`src/rtl/count_seq_ctrl.sv`:
```
// Run-control counter feeding a 4-bit magnitude comparator.
// Runs cnt_a up or down toward lim_b and stops a run on the comparator's EQ, overshoot or fault result.
module count_seq_ctrl #(
    parameter int unsigned      WIDTH       = 4,
    parameter logic [WIDTH-1:0] RESET_LIMIT = 4'hF
) (
    input  logic             clk,
    input  logic             rst_n,
    input  logic             start,
    input  logic             stop,
    input  logic             dir,
    input  logic             load_lim,
    input  logic [WIDTH-1:0] lim_in,
    input  logic             cmp_g,
    input  logic             cmp_eq,
    input  logic             cmp_l,
    output logic [WIDTH-1:0] cnt_a,
    output logic [WIDTH-1:0] lim_b,
    output logic             busy,
    output logic             done,
    output logic             ovr,
    output logic             fault
);

    typedef enum logic [1:0] {
        S_IDLE,
        S_RUN,
        S_HOLD,
        S_DONE
    } state_t;

    state_t           state_q, state_d;
    logic [WIDTH-1:0] cnt_q, cnt_d;
    logic [WIDTH-1:0] lim_q, lim_d;
    logic             dir_q, dir_d;
    logic             ovr_q, ovr_d;
    logic             fault_q, fault_d;

    logic             cmp_onehot;
    logic             overshoot;

    assign cmp_onehot = $onehot({cmp_g, cmp_eq, cmp_l});
    // Past the limit means above it when counting up, below it when counting down.
    assign overshoot  = dir_q ? cmp_l : cmp_g;

    always_comb begin
        state_d = state_q;
        cnt_d   = cnt_q;
        lim_d   = load_lim ? lim_in : lim_q;
        dir_d   = dir_q;
        ovr_d   = ovr_q;
        fault_d = fault_q;

        case (state_q)
            S_IDLE, S_DONE: begin
                if (start) begin
                    state_d = S_RUN;
                    cnt_d   = dir ? '1 : '0;
                    dir_d   = dir;
                    ovr_d   = 1'b0;
                    fault_d = 1'b0;
                end else begin
                    state_d = S_IDLE;
                end
            end
            S_RUN: begin
                // Terminal conditions outrank stop so a run at its limit always finishes.
                if (!cmp_onehot) begin
                    state_d = S_DONE;
                    fault_d = 1'b1;
                end else if (cmp_eq) begin
                    state_d = S_DONE;
                end else if (overshoot) begin
                    state_d = S_DONE;
                    ovr_d   = 1'b1;
                end else if (stop) begin
                    state_d = S_HOLD;
                end else if (dir_q) begin
                    cnt_d = cnt_q - 1'b1;
                end else begin
                    cnt_d = cnt_q + 1'b1;
                end
            end
            S_HOLD: begin
                if (start) begin
                    state_d = S_RUN;
                end
            end
            default: state_d = S_IDLE;
        endcase
    end

    always_ff @(posedge clk or negedge rst_n) begin
        if (!rst_n) begin
            state_q <= S_IDLE;
            cnt_q   <= '0;
            lim_q   <= RESET_LIMIT;
            dir_q   <= 1'b0;
            ovr_q   <= 1'b0;
            fault_q <= 1'b0;
        end else begin
            state_q <= state_d;
            cnt_q   <= cnt_d;
            lim_q   <= lim_d;
            dir_q   <= dir_d;
            ovr_q   <= ovr_d;
            fault_q <= fault_d;
        end
    end

    assign cnt_a = cnt_q;
    assign lim_b = lim_q;
    assign busy  = (state_q == S_RUN) || (state_q == S_HOLD);
    assign done  = (state_q == S_DONE);
    assign ovr   = ovr_q;
    assign fault = fault_q;

endmodule
```
`config.mk`:
```
export PLATFORM = sky130hd
export DESIGN_NAME = count_seq_ctrl
export DESIGN_NICKNAME = d
export VERILOG_FILES = /design/src/rtl/count_seq_ctrl.sv
export SDC_FILE = /design/constraint.sdc
export NUM_CORES = 1
export LEC_CHECK = 0
export CAP_MARGIN = 10
export CORE_UTILIZATION = 55
export CTS_CLUSTER_SIZE = 10
export DETAILED_ROUTE_END_ITERATION = 12
export DONT_BUFFER_PORTS = 1
export PLACE_DENSITY = 0.67
export SYNTH_ARGS = -nofsm -noshare
export SYNTH_HDL_FRONTEND = slang
export SYNTH_SLANG_ARGS = --single-unit
```
`constraint.sdc`:
```
create_clock -name clk -period 2.4 [get_ports clk]
set_clock_uncertainty 0.2 [all_clocks]
set_input_delay 0.6 -clock clk [delete_from_list [all_inputs] [get_ports clk]]
set_output_delay 0.6 -clock clk [all_outputs]
set_load 0.005 [all_outputs]
```
# Word-level counts from Yosys, hierarchy flattened
# Index checks and enable logic that the tools add are counted.
[op_classes]
add_sub_neg = 4
eq_ne = 13
n_mux = 23
reduce_logical = 9
[ops]
columns = ["operator", "n"]
rows = [
  ["2-to-1 mux 4 bit", 7],
  ["!= test 2 bit, second input constant", 8],
  ["2-to-1 mux 2 bit", 5],
  ["case mux 4 bit (2 select lines)", 1],
  ["2-to-1 mux 1 bit", 7],
  ["case mux 2 bit (3 select lines)", 1],
  ["AND reduction 6 bit", 1],
  ["!= test 5 bit, second input constant", 1],
  ["AND reduction 5 bit", 1],
  ["adder 4 x 1 -> 4 bit, second input constant", 1],
  ["equality test 2 x 1 -> 1 bit, second input constant", 2],
  ["equality test 2 bit, second input constant", 2],
  ["case mux 1 bit (2 select lines)", 2],
  ["AND reduction 2 bit", 2],
  ["subtractor 4 x 1 -> 4 bit, second input constant", 1],
  ["AND reduction 3 bit", 1],
  ["adder 1 x 1 -> 2 bit", 1],
  ["adder 2 x 1 -> 2 bit", 1],
  ["logical NOT 2 bit", 1],
  ["nonzero test 2 bit", 1],
  ["OR reduction 2 bit", 1],
  ["logical OR 1 bit", 1],
]
[word_totals]
regBits = 13
inputBits = 13
wordCells = 55

# Logic depth before layout (Yosys ltp)
# Gate-level depths: netlist (run 1).
[depth]
ltp_word = 7
mapped_depth = 7
ltp_nobuf = 7

# Worst setup path after synthesis (run 1)
# Ideal clock, no wire load.
[synth_timing]
path_type = "input to register"
start = "input port cmp_g"
end = "register cnt_q[3], in the netlist cnt_a[3]"
setup_time_ps = 126
t_arrival_ps = 2366
slack_ps = -293
path_stages = 6
n_path_buf = 0
cell_sequence = "fa_1 or3b_4 or3_4 a22oi_4 and4_1 nor3_2"
[synth_via]
elab_chain_len = 4
elab_cells_between_ends = 6
cone_classes = "add/sub (1); eq/ne (3); mux (1); reduce/logical (1)"
[synth_rtl]
columns = ["item", "line_no", "source"]
rows = [
  ["start, declared", "14", "input logic cmp_g,"],
  ["adder 2 x 1 -> 2 bit (implied by the code)", "42", "assign cmp_onehot = $onehot({cmp_g, cmp_eq, cmp_l});"],
  ["equality test 2 x 1 -> 1 bit", "42", ""],
  ["!= test 2 bit (no line)", "n/a", ""],
  ["AND reduction 6 bit (no line) *", "n/a", ""],
  ["end signal, assigned", "103", "cnt_q <= cnt_d;"],
  ["end, declared", "33", "logic [WIDTH-1:0] cnt_q, cnt_d;"],
]
# Every way passes the cells marked *; elsewhere a longest branch is shown, timed or not.
# A chain may end at the register's enable or synchronous reset.

# Final worst setup path (run 1)
# Ends and elaborated chain as after synthesis.

==> results of run 1 <==
[cell type report]
type / count / area (µm²)
Inverter: 7 / 26.3
Clock buffer: 4 / 26.3
Sequential cell: 13 / 330
Multi-Input combinational cell: 55 / 444
Tap cell: 15 / 18.8
Fill cell: 104 / 459
Timing Repair Buffer: 3 / 28.8
[worst register-to-register path, cell delays in order, from the launching register on]
cell and delay, ps:
dfrtp_1 490, mux2_4 350, or3_4 390, a22oi_4 200, and4_1 210, nor3_2 50
[routing by layer]
| metal | share of wire | global-route usage |
|---|---|---|
| met5 | 0 | 0 |
| met4 | 0 | 0.0250 |
| met3 | 0.055 | 0.0889 |
| met2 | 0.49 | 0.327 |
| met1 | 0.45 | 0.231 |
[cell families after synthesis]
logic type	count (synthesis)	share of synthesized area
DFF	13	0.410
and+or+nand+nor	19	0.146
xor gates and xnor gates	2	0.0217
adders and majority gates	7	0.127
AOI/OAI and AO/OA	21	0.168
buffers and inverters	8	0.0388
muxes	6	0.0885
[power groups by stage]
stage          logic [W]  registers, W  clock network (W)
3_3_place_gp    0.000581      0.000396                  0
6_report        0.000609      0.000394           0.000132
4_1_cts         0.000603      0.000395           0.000135
3_5_place_dp    0.000594      0.000399                  0
2_1_floorplan   0.000496      0.000375                  0
5_1_grt         0.000681      0.000411           0.000146
[layout by cell type (no fill, tap or decap), types with 2 or more instances in the layout]
cell,synthesis,routed
nor3_1,2,2
mux2_2,5,5
dfrtp_1,9,9
a21o_1,2,2
nor2_1,3,3
fa_1,2,2
xnor2_1,2,2
o21ai_0,7,7
clkbuf_4,0,3
dfstp_2,4,4
inv_1,7,7
nor2b_1,3,3
nand2_1,4,4
a21oi_1,7,7
nand2b_1,2,2
ha_1,5,5
[state kept, by name (all words and copies together) (netlist names)]
name and count:
fault 1, state_q 2, cnt_a 4, ovr 1, lim_b 4, dir_q 1
[worst paths after layout]
check	to	slack, ps
setup / recovery	cnt_a[3]	40
hold / removal	dir_q	270
max in group asynchronous	lim_b[1]	1070
min in group asynchronous	state_q[1]	560
hold reg to reg	cnt_a[2]	380
setup reg to reg	cnt_a[3]	400
[through the flow]
stage | hold slack, ps | setup TNS, ps | utilization | cells | instance area [µm²]
after detailed placement | 105 | -1030 | 0.626 | 92 | 835
after floorplan | 104 | -599 | - | 76 | 806
final | 273 | 0 | 0.656 | 97 | 875
after global placement | 105 | -916 | 0.626 | 92 | 835
after CTS | 268 | 0 | 0.653 | 97 | 871
after global routing | 268 | 0 | 0.656 | 97 | 875
[what timing repair did]
| item | 4_1_cts | 5_1_grt |
|---|---|---|
| hold buffers | 1 | 0 |
| endpoints found under the setup margin | 0 | 1 |
| endpoints found under the hold margin | 13 | 0 |
| resized for setup | 0 | 1 |
==> results.json, run 1 <==
{
  "clkSlewWorstSetupHoldPaths_ps": 70,
  "crit_family": "simple AND/OR/NAND/NOR gates",
  "wl_mm": 1.35,
  "p_total_w": 0.00113,
  "netlist_instances": 76,
  "syn_to_final_growth_pct": 8.54,
  "synth.avg_cell_area_um2": 10.6,
  "rsz0062_at_grt": "false",
  "crit_arrival_ps": 2320,
  "yosys_warnings": 0,
  "worstHoldStart": "dir",
  "setup_slack_ps": 39.5,
  "via_per_inst": 5.66,
  "dp_hpwl_mm": 1.04,
  "power.leakage_nw": 0.396,
  "fmax_mhz": 424,
  "p_sw_frac": 0.415,
  "clockBufferDepth": 2,
  "setup_violations": 0,
  "ir_drop_uv": 603,
  "drtIter0Drc": 7,
  "dr_total_vias": 549,
  "crit_type": "primary input to register",
  "cts-root-buf": "clkbuf_4",
  "dieWidth_um": 40.3,
  "path_buf_inv": 0,
  "hold_path_depth": 1,
  "cp-start-kind": "primary input",
  "netlist_area_um2": 806,
  "cts_setup_buffers": 0,
  "post-place-ws_ps": -248,
  "p_per_area_mw_per_mm2": 1300,
  "synth-edff-count": 0,
  "synth_nets": 96,
  "die_h_um": 40.3,
  "drc_errors": 0,
  "p_clk_frac": 0.116,
  "grt-ovfl-total": 0,
  "synthDistinctLibCells": 27,
  "status": "finished clean",
  "wire_per_inst_um": 13.9,
  "grt_max_degree": 16,
  "synthDominantAreaCellType": "dfrtp_1",
  "rr_worst_depth": 5,
  "cts_tree": "yes",
  "layout.nets": 103,
  "crit_fanout": 3,
  "critical_path.startpoint": "cmp_g",
  "internal_power_w": 0.000663,
  "required_ps": 2360,
  "cp-end-kind": "register",
  "ys_top_cells_by_area": "dfrtp_1 (28%), dfstp_2 (13%), ha_1 (7.8%)",
  "slowest_delay_ps": 530,
  "synth_top_area_share": 0.280,
  "detail-route-antenna-nets": 0,
  "gp_congestion": 0.801,
  "cts.sinks": 13,
  "grt_pass1_wl_mm": 2.08,
  "worst-path-stages": 6,
  "synthMostInstantiatedCell": "dfrtp_1",
  "htree_levels": 1,
  "timing.rr.start": "dir_q",
  "post-route-min-period_ps": 2360,
  "ys_top_cells_by_count": "dfrtp_1 (9), a21oi_1 (7), inv_1 (7), o21ai_0 (7)",
  "crit_chain": "fa_1, or3b_4, or3_4, a22oi_4, and4_1, nor3_2",
  "cap_violations": 0,
  "worstMarginPinSlew_ps": 573,
  "cts_made_buffers": 3,
  "synth_ff_type": "dfrtp_1",
  "cp_slowest_cell": "fa_1",
  "die-area_mm2": 0.00162,
  "synth_seq_cells": 13,
  "drive_gt1_frac": 0.244,
  "fp.coreArea_mm2": 0.00133,
  "drv_slew": 0,
  "finalHoldViolations": 0,
  "maxSlewHeadroom": 0.617,
  "async_flop_share": 1.00,
  "start_util": 0.604,
  "min-delay-path-class": "primary input to register",
  "post-route-period-util": 0.984,
  "grt_usage": 0.194,
  "core.rowCount": 13,
  "antenna_found_initial": 0,
  "clkLatencyLatePin_ps": 270,
  "seqPwrFrac": 0.347,
  "first_pass_iters": 4,
  "power.switching_w": 0.000471,
  "pin_count": 25,
  "p_comb_frac": 0.537,
  "diodes": 0,
  "grt_pass1_vias": 490,
  "io_buffers": 0,
  "ys_seq_area_frac": 0.410
}
Note: power is estimated with default switching activity, not from simulation.
==> run 2: changes to the inputs <==
--- a/config.mk
+++ b/config.mk
@@ -10,6 +10,7 @@
 export CTS_CLUSTER_SIZE = 10
 export DETAILED_ROUTE_END_ITERATION = 12
 export DONT_BUFFER_PORTS = 1
+export HOLD_SLACK_MARGIN = 0.06
 export PLACE_DENSITY = 0.67
 export SYNTH_ARGS = -nofsm -noshare
 export SYNTH_HDL_FRONTEND = slang
==> results of run 2 <==
Same layout as run 1: the final DEF is identical, and so are final timing and power.
==> run 3: changes to the inputs <==
--- a/config.mk
+++ b/config.mk
@@ -7,7 +7,7 @@
 export LEC_CHECK = 0
 export CAP_MARGIN = 10
 export CORE_UTILIZATION = 55
-export CTS_CLUSTER_SIZE = 10
+export CTS_CLUSTER_SIZE = 12
 export DETAILED_ROUTE_END_ITERATION = 12
 export DONT_BUFFER_PORTS = 1
 export HOLD_SLACK_MARGIN = 0.06
==> results of run 3 <==
Same layout as run 1: the final DEF is identical, and so are final timing and power.
